--- src/rtl/bdram_port_ctrl.sv ---
// CPU-to-block-RAM port controller: one outstanding request, sub-word writes, fixed 2-cycle response.
// Optional alignment checking is enabled by defining BDRAM_CTRL_ALIGN_CHK_EN.
module bdram_port_ctrl (
    input  logic        clk,
    input  logic        rst,
    input  logic        req_valid,
    output logic        req_ready,
    input  logic        req_wr,
    input  logic [1:0]  req_size,
    input  logic [31:0] req_addr,
    input  logic [31:0] req_wdata,
    output logic        rsp_valid,
    input  logic        rsp_ready,
    output logic [31:0] rsp_rdata,
    output logic        rsp_err,
    output logic        ram_en,
    output logic [3:0]  ram_we,
    output logic [15:0] ram_addr,
    output logic [31:0] ram_wdata,
    input  logic [31:0] ram_rdata,
    output logic [1:0]  dbg_state
);

    // Handshakes: a transfer happens on a rising edge where valid & ready are both 1;
    // valid and its payload are held by the source until that edge.
    typedef enum logic [1:0] {
        IDLE = 2'd0,
        WAIT = 2'd1,
        RESP = 2'd2
    } state_t;

    state_t      state_q, state_d;
    logic        accept;
    logic        legal;
    logic [3:0]  we_mask;
    logic [31:0] wdata_rep;
    logic [31:0] rd_ext;
    logic [15:0] addr_q;
    logic [1:0]  lane_q;
    logic [1:0]  size_q;
    logic        wr_q;
    logic        err_q;
    logic [31:0] rdata_q;
    logic        rerr_q;
    logic        unused_addr_hi;

    // Upper address bits alias onto the 256 KiB window.
    assign unused_addr_hi = ^req_addr[31:18];

    assign req_ready = (state_q == IDLE) && !rst;
    assign rsp_valid = (state_q == RESP);
    assign rsp_rdata = rdata_q;
    assign rsp_err   = rerr_q;
    assign dbg_state = state_q;

    always_comb begin
        state_d = state_q;
        accept  = 1'b0;
        case (state_q)
            IDLE: begin
                if (req_valid && req_ready) begin
                    accept  = 1'b1;
                    state_d = WAIT;
                end
            end
            WAIT:    state_d = RESP;
            RESP:    if (rsp_ready) state_d = IDLE;
            default: state_d = IDLE;
        endcase
    end

`ifdef BDRAM_CTRL_ALIGN_CHK_EN
    always_comb begin
        legal = 1'b0;
        case (req_size)
            2'b00:   legal = 1'b1;
            2'b01:   legal = !req_addr[0];
            2'b10:   legal = (req_addr[1:0] == 2'b00);
            default: legal = 1'b0;
        endcase
    end
`else
    assign legal = (req_size != 2'b11);
`endif

    always_comb begin
        we_mask   = 4'b0000;
        wdata_rep = req_wdata;
        case (req_size)
            2'b00: begin
                we_mask   = 4'b0001 << req_addr[1:0];
                wdata_rep = {4{req_wdata[7:0]}};
            end
            2'b01: begin
                we_mask   = req_addr[1] ? 4'b1100 : 4'b0011;
                wdata_rep = {2{req_wdata[15:0]}};
            end
            2'b10: begin
                we_mask   = 4'b1111;
                wdata_rep = req_wdata;
            end
            default: begin
                we_mask   = 4'b0000;
                wdata_rep = req_wdata;
            end
        endcase
    end

    assign ram_en    = accept && legal;
    assign ram_we    = (accept && legal && req_wr) ? we_mask : 4'b0000;
    assign ram_addr  = accept ? req_addr[17:2] : addr_q;
    assign ram_wdata = wdata_rep;

    // Lane extraction uses the latched request, since RAM data arrives one cycle after accept.
    always_comb begin
        rd_ext = 32'd0;
        case (size_q)
            2'b00: begin
                case (lane_q)
                    2'd0:    rd_ext = {24'd0, ram_rdata[7:0]};
                    2'd1:    rd_ext = {24'd0, ram_rdata[15:8]};
                    2'd2:    rd_ext = {24'd0, ram_rdata[23:16]};
                    default: rd_ext = {24'd0, ram_rdata[31:24]};
                endcase
            end
            2'b01:   rd_ext = lane_q[1] ? {16'd0, ram_rdata[31:16]} : {16'd0, ram_rdata[15:0]};
            2'b10:   rd_ext = ram_rdata;
            default: rd_ext = 32'd0;
        endcase
    end

    always_ff @(posedge clk or posedge rst) begin
        if (rst) begin
            state_q <= IDLE;
            addr_q  <= 16'd0;
            lane_q  <= 2'd0;
            size_q  <= 2'd0;
            wr_q    <= 1'b0;
            err_q   <= 1'b0;
            rdata_q <= 32'd0;
            rerr_q  <= 1'b0;
        end else begin
            state_q <= state_d;
            if (accept) begin
                addr_q <= req_addr[17:2];
                lane_q <= req_addr[1:0];
                size_q <= req_size;
                wr_q   <= req_wr;
                err_q  <= !legal;
            end
            if (state_q == WAIT) begin
                rerr_q  <= err_q;
                rdata_q <= (err_q || wr_q) ? 32'd0 : rd_ext;
            end
        end
    end

endmodule

--- config.mk ---
export PLATFORM = sky130hd
export DESIGN_NAME = bdram_port_ctrl
export DESIGN_NICKNAME = d
export VERILOG_FILES = /design/src/rtl/bdram_port_ctrl.sv
export SDC_FILE = /design/constraint.sdc
export NUM_CORES = 1
export LEC_CHECK = 0
export CORE_ASPECT_RATIO = 0.6
export CORE_UTILIZATION = 38
export DETAILED_ROUTE_END_ITERATION = 16
export PLACE_DENSITY_LB_ADDON = 0.1
export SLEW_MARGIN = 10
export SYNTH_ARGS = -nofsm -noshare
export SYNTH_HDL_FRONTEND = slang
export SYNTH_SLANG_ARGS = --single-unit
--- constraint.sdc ---
create_clock -name clk -period 2.6 [get_ports clk]
set_clock_uncertainty 0.2 [all_clocks]
set_input_delay 0.52 -clock clk [delete_from_list [all_inputs] [get_ports clk]]
set_output_delay 0.52 -clock clk [all_outputs]
set_load 0.02 [all_outputs]
# --- After elaboration in Yosys (flattened, before gate mapping) ---
# Cells that the tools add are included.
word_totals:
  elab_cells: 46
  n_memories: 0
  reg_bits: 57
  latchBits: 0
  out_inout_bits: 90
  rom_bits: 0
  mem_bits_rw: 0
classes:
  n_addsub: 0
  n_reduce_logical: 12
  n_eq_ne: 11
  n_mul: 0
  shift: 1
  order_cmp: 0
  bitwise_logic: 0
  div_mod_pow: 0
  muxes: 14
ops:
  columns: ["operator", "count"]
  rows:
  - ["$pmux W32 S3", 1]
  - ["$pmux W32 S2", 1]
  - ["$mux W16", 2]
  - ["$mux W32", 1]
  - ["$pmux W8 S3", 1]
  - ["$pmux W4 S3", 1]
  - ["$eq A2 B1 Y1 const B", 4]
  - ["$eq A2 B2 Y1 const B", 4]
  - ["$logic_not A2 Y1", 4]
  - ["$mux W4", 2]
  - ["$pmux W2 S3", 1]
  - ["$logic_and A1 B1 Y1", 4]
  - ["$mux W2", 2]
  - ["$ne A2 B1 Y1 const B", 2]
  - ["$shl A1 B2 Y4 const A", 1]
  - ["$logic_not A1 Y1", 2]
  - ["$mux W1", 2]
  - ["$ne A2 B2 Y1 const B", 1]
  - ["$reduce_and A2 Y1", 1]
  - ["$logic_or A1 B1 Y1", 1]

# --- Depth between registers and ports, before layout ---
depth:
  ltp_word: 8
  mapped_depth: 7
  mapped_depth_nobuf: 5

# --- Least setup slack after synthesis ---
# No wires, ideal clock.
synth_timing:
  path_kind: "flip-flop to output port"
  from: "register state_q[1], in the netlist dbg_state[1]"
  to: "output ram_we[1]"
  path_stages_with_launch: 7
  setup_slack_ns: -0.250
  t_arrival_ns: 2.130
  path_cell_list: "dfrtp_1 > nor3_1 > nand2_1 > inv_1 > buf_2 > nand3_1 > a21oi_1"
synth_between:
  elab_chain_cells: 8
synth_lines:
  columns: ["item", "line", "source"]
  rows:
  - ["start: declaration", "32", "state_t state_q, state_d;"]
  - ["start signal: assignment", "143", "state_q <= state_d;"]
  - ["$logic_not A2 Y1", "50", "assign req_ready = (state_q == IDLE) && !rst;"]
  - ["$logic_and A1 B1 Y1", "50", null]
  - ["named net req_ready", "7", "output logic req_ready,"]
  - ["$logic_and A1 B1 Y1", "61", "if (req_valid && req_ready) begin"]
  - ["$mux W1", "61", null]
  - ["$mux W1", "59", "case (state_q)"]
  - ["$logic_and A1 B1 Y1 (2 in a row)", "110", "assign ram_we = (accept && legal && req_wr) ? we_mask : 4'b0000;"]
  - ["$mux W4", "110", null]
  - ["end: declaration", "17", "output logic [3:0] ram_we,"]
# The timed path passes the listed nets, and every way through them passes these cells.

# --- Worst setup path after layout ---
layout_timing:
  from: "input rst"
  to: "output ram_addr[14]"
layout_between:
  elab_chain_cells: 6
layout_lines:
  columns: ["item", "line", "source"]
  rows:
  - ["start: declaration", "5", "input logic rst,"]
  - ["$logic_not A1 Y1 (no source line)", null, null]
  - ["$logic_and A1 B1 Y1", "50", null]
  - ["$logic_and A1 B1 Y1", "61", null]
  - ["$mux W1", "61", null]
  - ["$mux W1", "59", null]
  - ["$mux W16", null, null]
  - ["end: declaration", "18", "output logic [15:0] ram_addr,"]
# Every way passes these cells.

==> results.md <==
* Synth Flop Type: dfrtp_1
* Worst hold path startpoint: rsp_rdata[1]
* Post_cts resized at 110
* Vias in the first global route at approximately 3000
* GR Overflow Total at 0
* Horiz. Die Dim at between 100 and 150 µm
* Post-Syn Instances at around 320
* Reg2Reg Depth at 4
* WS Path Type: in2out
* Post-synth net total at 422
* Clock buffer depth at 2
* Pwr Density at approximately 720 mW/mm²
* I/O Buffers at ~180
* Post-synth EDFFs at 0
* CTS hold repair buffers at 0
* Final Net Count at just over 600
* Area Growth Syn to Fin at 66.7%
* Die area at 0.00877 mm²
* Sequential share of the synthesized area at 0.448
* Synth Area in Simple Gates at 0.144
* Largest net degree at the start of global routing at 34
* Max Slew Vio Count at 0
* Setup bufs post-CTS at 0
* First DRT Iteration DRCs at slightly above 90
* Setup crit start kind: input port
* Reg2reg end: rsp_rdata[14]
* RSZ-0062 raised after global routing: no
* N_diodes at 0
* Wire per inst at roughly 16 µm
* Total Routing Usage GR at 0.233
* Post-route minimum period at between 2 and 2.5 ns
* Placer Congestion at 0.745
* Most frequent cells in the layout: clkdlybuf4s50_1 (130), nand2_1 (87), dfrtp_1 (57)
* Antenna-violating nets left at 0
* Site Rows at 25
* Share of cells above drive strength 1 at 0.219
* Final std cell area, no fill at around 0.0053 mm²
* Met3 Use GR at 0.0898
* Status: completed
* Place WS at -0.386 ns
* Arr. time, crit path at between 1.5 and 2 ns
* CTS Root Cell: clkbuf_16
* Critical Path RT at around 1.9 ns
* Largest fanout on the critical path at 19
* Yosys cell types at 31
* Post-synthesis xor/xnor area fraction at 0
* Yosys warning total at 0
* Cts bufs inserted at 9
* Psw at between 1 and 1.5 mW
* Global route hottest layer: met2
* Worst-skew pair later-pin latency at roughly 0.32 ns
* Met2 Use GR at 0.372
* FF-to-FF setup slack at ~0.27 ns
* Vias per Instance at 4.97
* Crit share post-route at 0.959
* CORE AREA at 0.00801 mm²
* DR pass1 iterations at 4
* Slew HR at 0.557
* Clock tree from TritonCTS: yes
* Final setup margin at about 0.11 ns
* Switching portion of total power at 0.332
* Synth async-reset ratio at 1.00
* Mean Syn Cell Area at approximately 10 µm²
* H-tree depth at 3
* Final WL at between 9000 and 10000 µm
* Placement Cell Area at roughly 0.0051 mm²
* Initial antenna violation count at 0
* Commonest non-fill, non-tap cell in the layout: clkdlybuf4s50_1
* Int Pwr at ~2.5 mW
* Fin util at 0.663
* Ports at between 150 and 200
* Critical path endpoint category: output port
* Reg clk slew, reported paths at about 0.05 ns
* DR vias at roughly 3000
* Least-Margin Pin Slew at ~0.66 ns
* Mapped cell area at 0.00319 mm²
* #FFs+latches synth at 57
* Fraction of the mapped netlist area in compound gates at 0.153
* Fmax at around 400 MHz
* Combinational power share at 0.396
* DPL Wire Length at 7220 µm
* Worst Hold Class: reg2reg
* Sequential power share at 0.322
* Largest family of logic cells by synthesized area: multiplexers
* Min-Delay Path Depth at 2
* Maxcap violations at 0
* Peak VDD IR at between 0.4 and 0.5 mV
* Met1 usage in global routing at 0.301
* Reg2reg start: dbg_state[1]
* Adder-Cell Fraction of Synth Area at 0
* Residual DRC count at 0
* Static Leak at about 2.5 nW
* Die height at 72.9 µm
* Starting Density at 0.398
* Hold Path End: rsp_rdata[1]
* # setup viols final at 0
* First-pass GRT wire length at between 15000 and 20000 µm
* Mux contribution to synthesized area at 0.188
* Final hold vios at 0
* Clk pwr share at 0.281
* Clk sinks at 57
[critical path, cell delays in order]
cell,delay (ns)
clkdlybuf4s50_1,0.43
nor3_2,0.15
nand2_1,0.11
inv_2,0.10
buf_12,0.15
nand2_1,0.06
nand2_1,0.08
buf_2,0.17
[worst max path at each step]
stage / start / endpoint / slack (ns)
3_5_place_dp: rst / ram_we[3] / -0.39
4_1_cts: rst / ram_addr[15] / 0.002
6_report: rst / ram_addr[14] / 0.11
5_1_grt: rst / ram_addr[6] / 0.002
3_3_place_gp: rst / ram_we[1] / -0.35
2_1_floorplan: dbg_state[1] / ram_we[1] / -0.007
[cells in the mapped netlist (3+ instances only)]
cell type | number | area, µm²
a21oi_1 | 10 | 50.1
mux2i_1 | 24 | 240
a22o_2 | 10 | 100
o21ai_0 | 22 | 110
dfrtp_1 | 57 | 1430
nand2_1 | 87 | 327
a22oi_1 | 7 | 52.6
buf_4 | 9 | 67.6
mux2_2 | 18 | 203
buf_2 | 7 | 35.0
inv_1 | 6 | 22.5
o2bb2ai_1 | 7 | 61.3
mux4_2 | 7 | 158
nor2_1 | 8 | 30.0
nor3_1 | 3 | 15.0
a22o_1 | 9 | 78.8
clkbuf_1 | 11 | 41.3
[through the flow]
stage	instances	power, mW	hold WS (ns)	TNS [ns]
global placement	601	2.80	0.254	-12.25
CTS	614	3.88	0.271	0
detailed placement	601	2.83	0.259	-13.21
floorplan	319	2.06	0.260	-0.0136
global route	614	4.02	0.285	0
finish	614	3.81	0.265	0
[cell families (layout without fill, tap and decap cells)]
| group | Yosys count | after routing |
|---|---|---|
| buffers and inverters | 37 | 224 |
| AOI/OAI and AO/OA | 68 | 68 |
| and+or+nand+nor | 108 | 108 |
| DFF | 57 | 57 |
| muxes | 49 | 49 |
[state kept, by name, indices dropped and copies added (netlist names)]
signal / count
addr_q: 16
lane_q: 2
dbg_state: 2
rsp_rdata: 32
size_q: 2
err_q: 1
rsp_err: 1
wr_q: 1
[area by class of cell]
cell class	count	area (µm²)
timing repair buffer	205	1900
clock buffer	13	270
tap	108	135
fill	664	2700
sequential	57	1430
multi-input combinational	225	1560
inverter	6	22.5
[per-layer routing]
layer	up-vias	part of all wire
met5	-	0
met4	0	0.0071
met3	9	0.076
met2	100	0.45
met1	1459	0.46
li1	1481	-
[power by group through the flow]
stage	clock network [mW]	logic (mW)	registers, mW
global route	1.14	1.62	1.26
detailed placement	0	1.59	1.24
global placement	0	1.57	1.24
CTS	1.09	1.56	1.23
floorplan	0	0.688	1.37
finish	1.07	1.51	1.23
No activity file was read; power rests on OpenSTA's default activity.
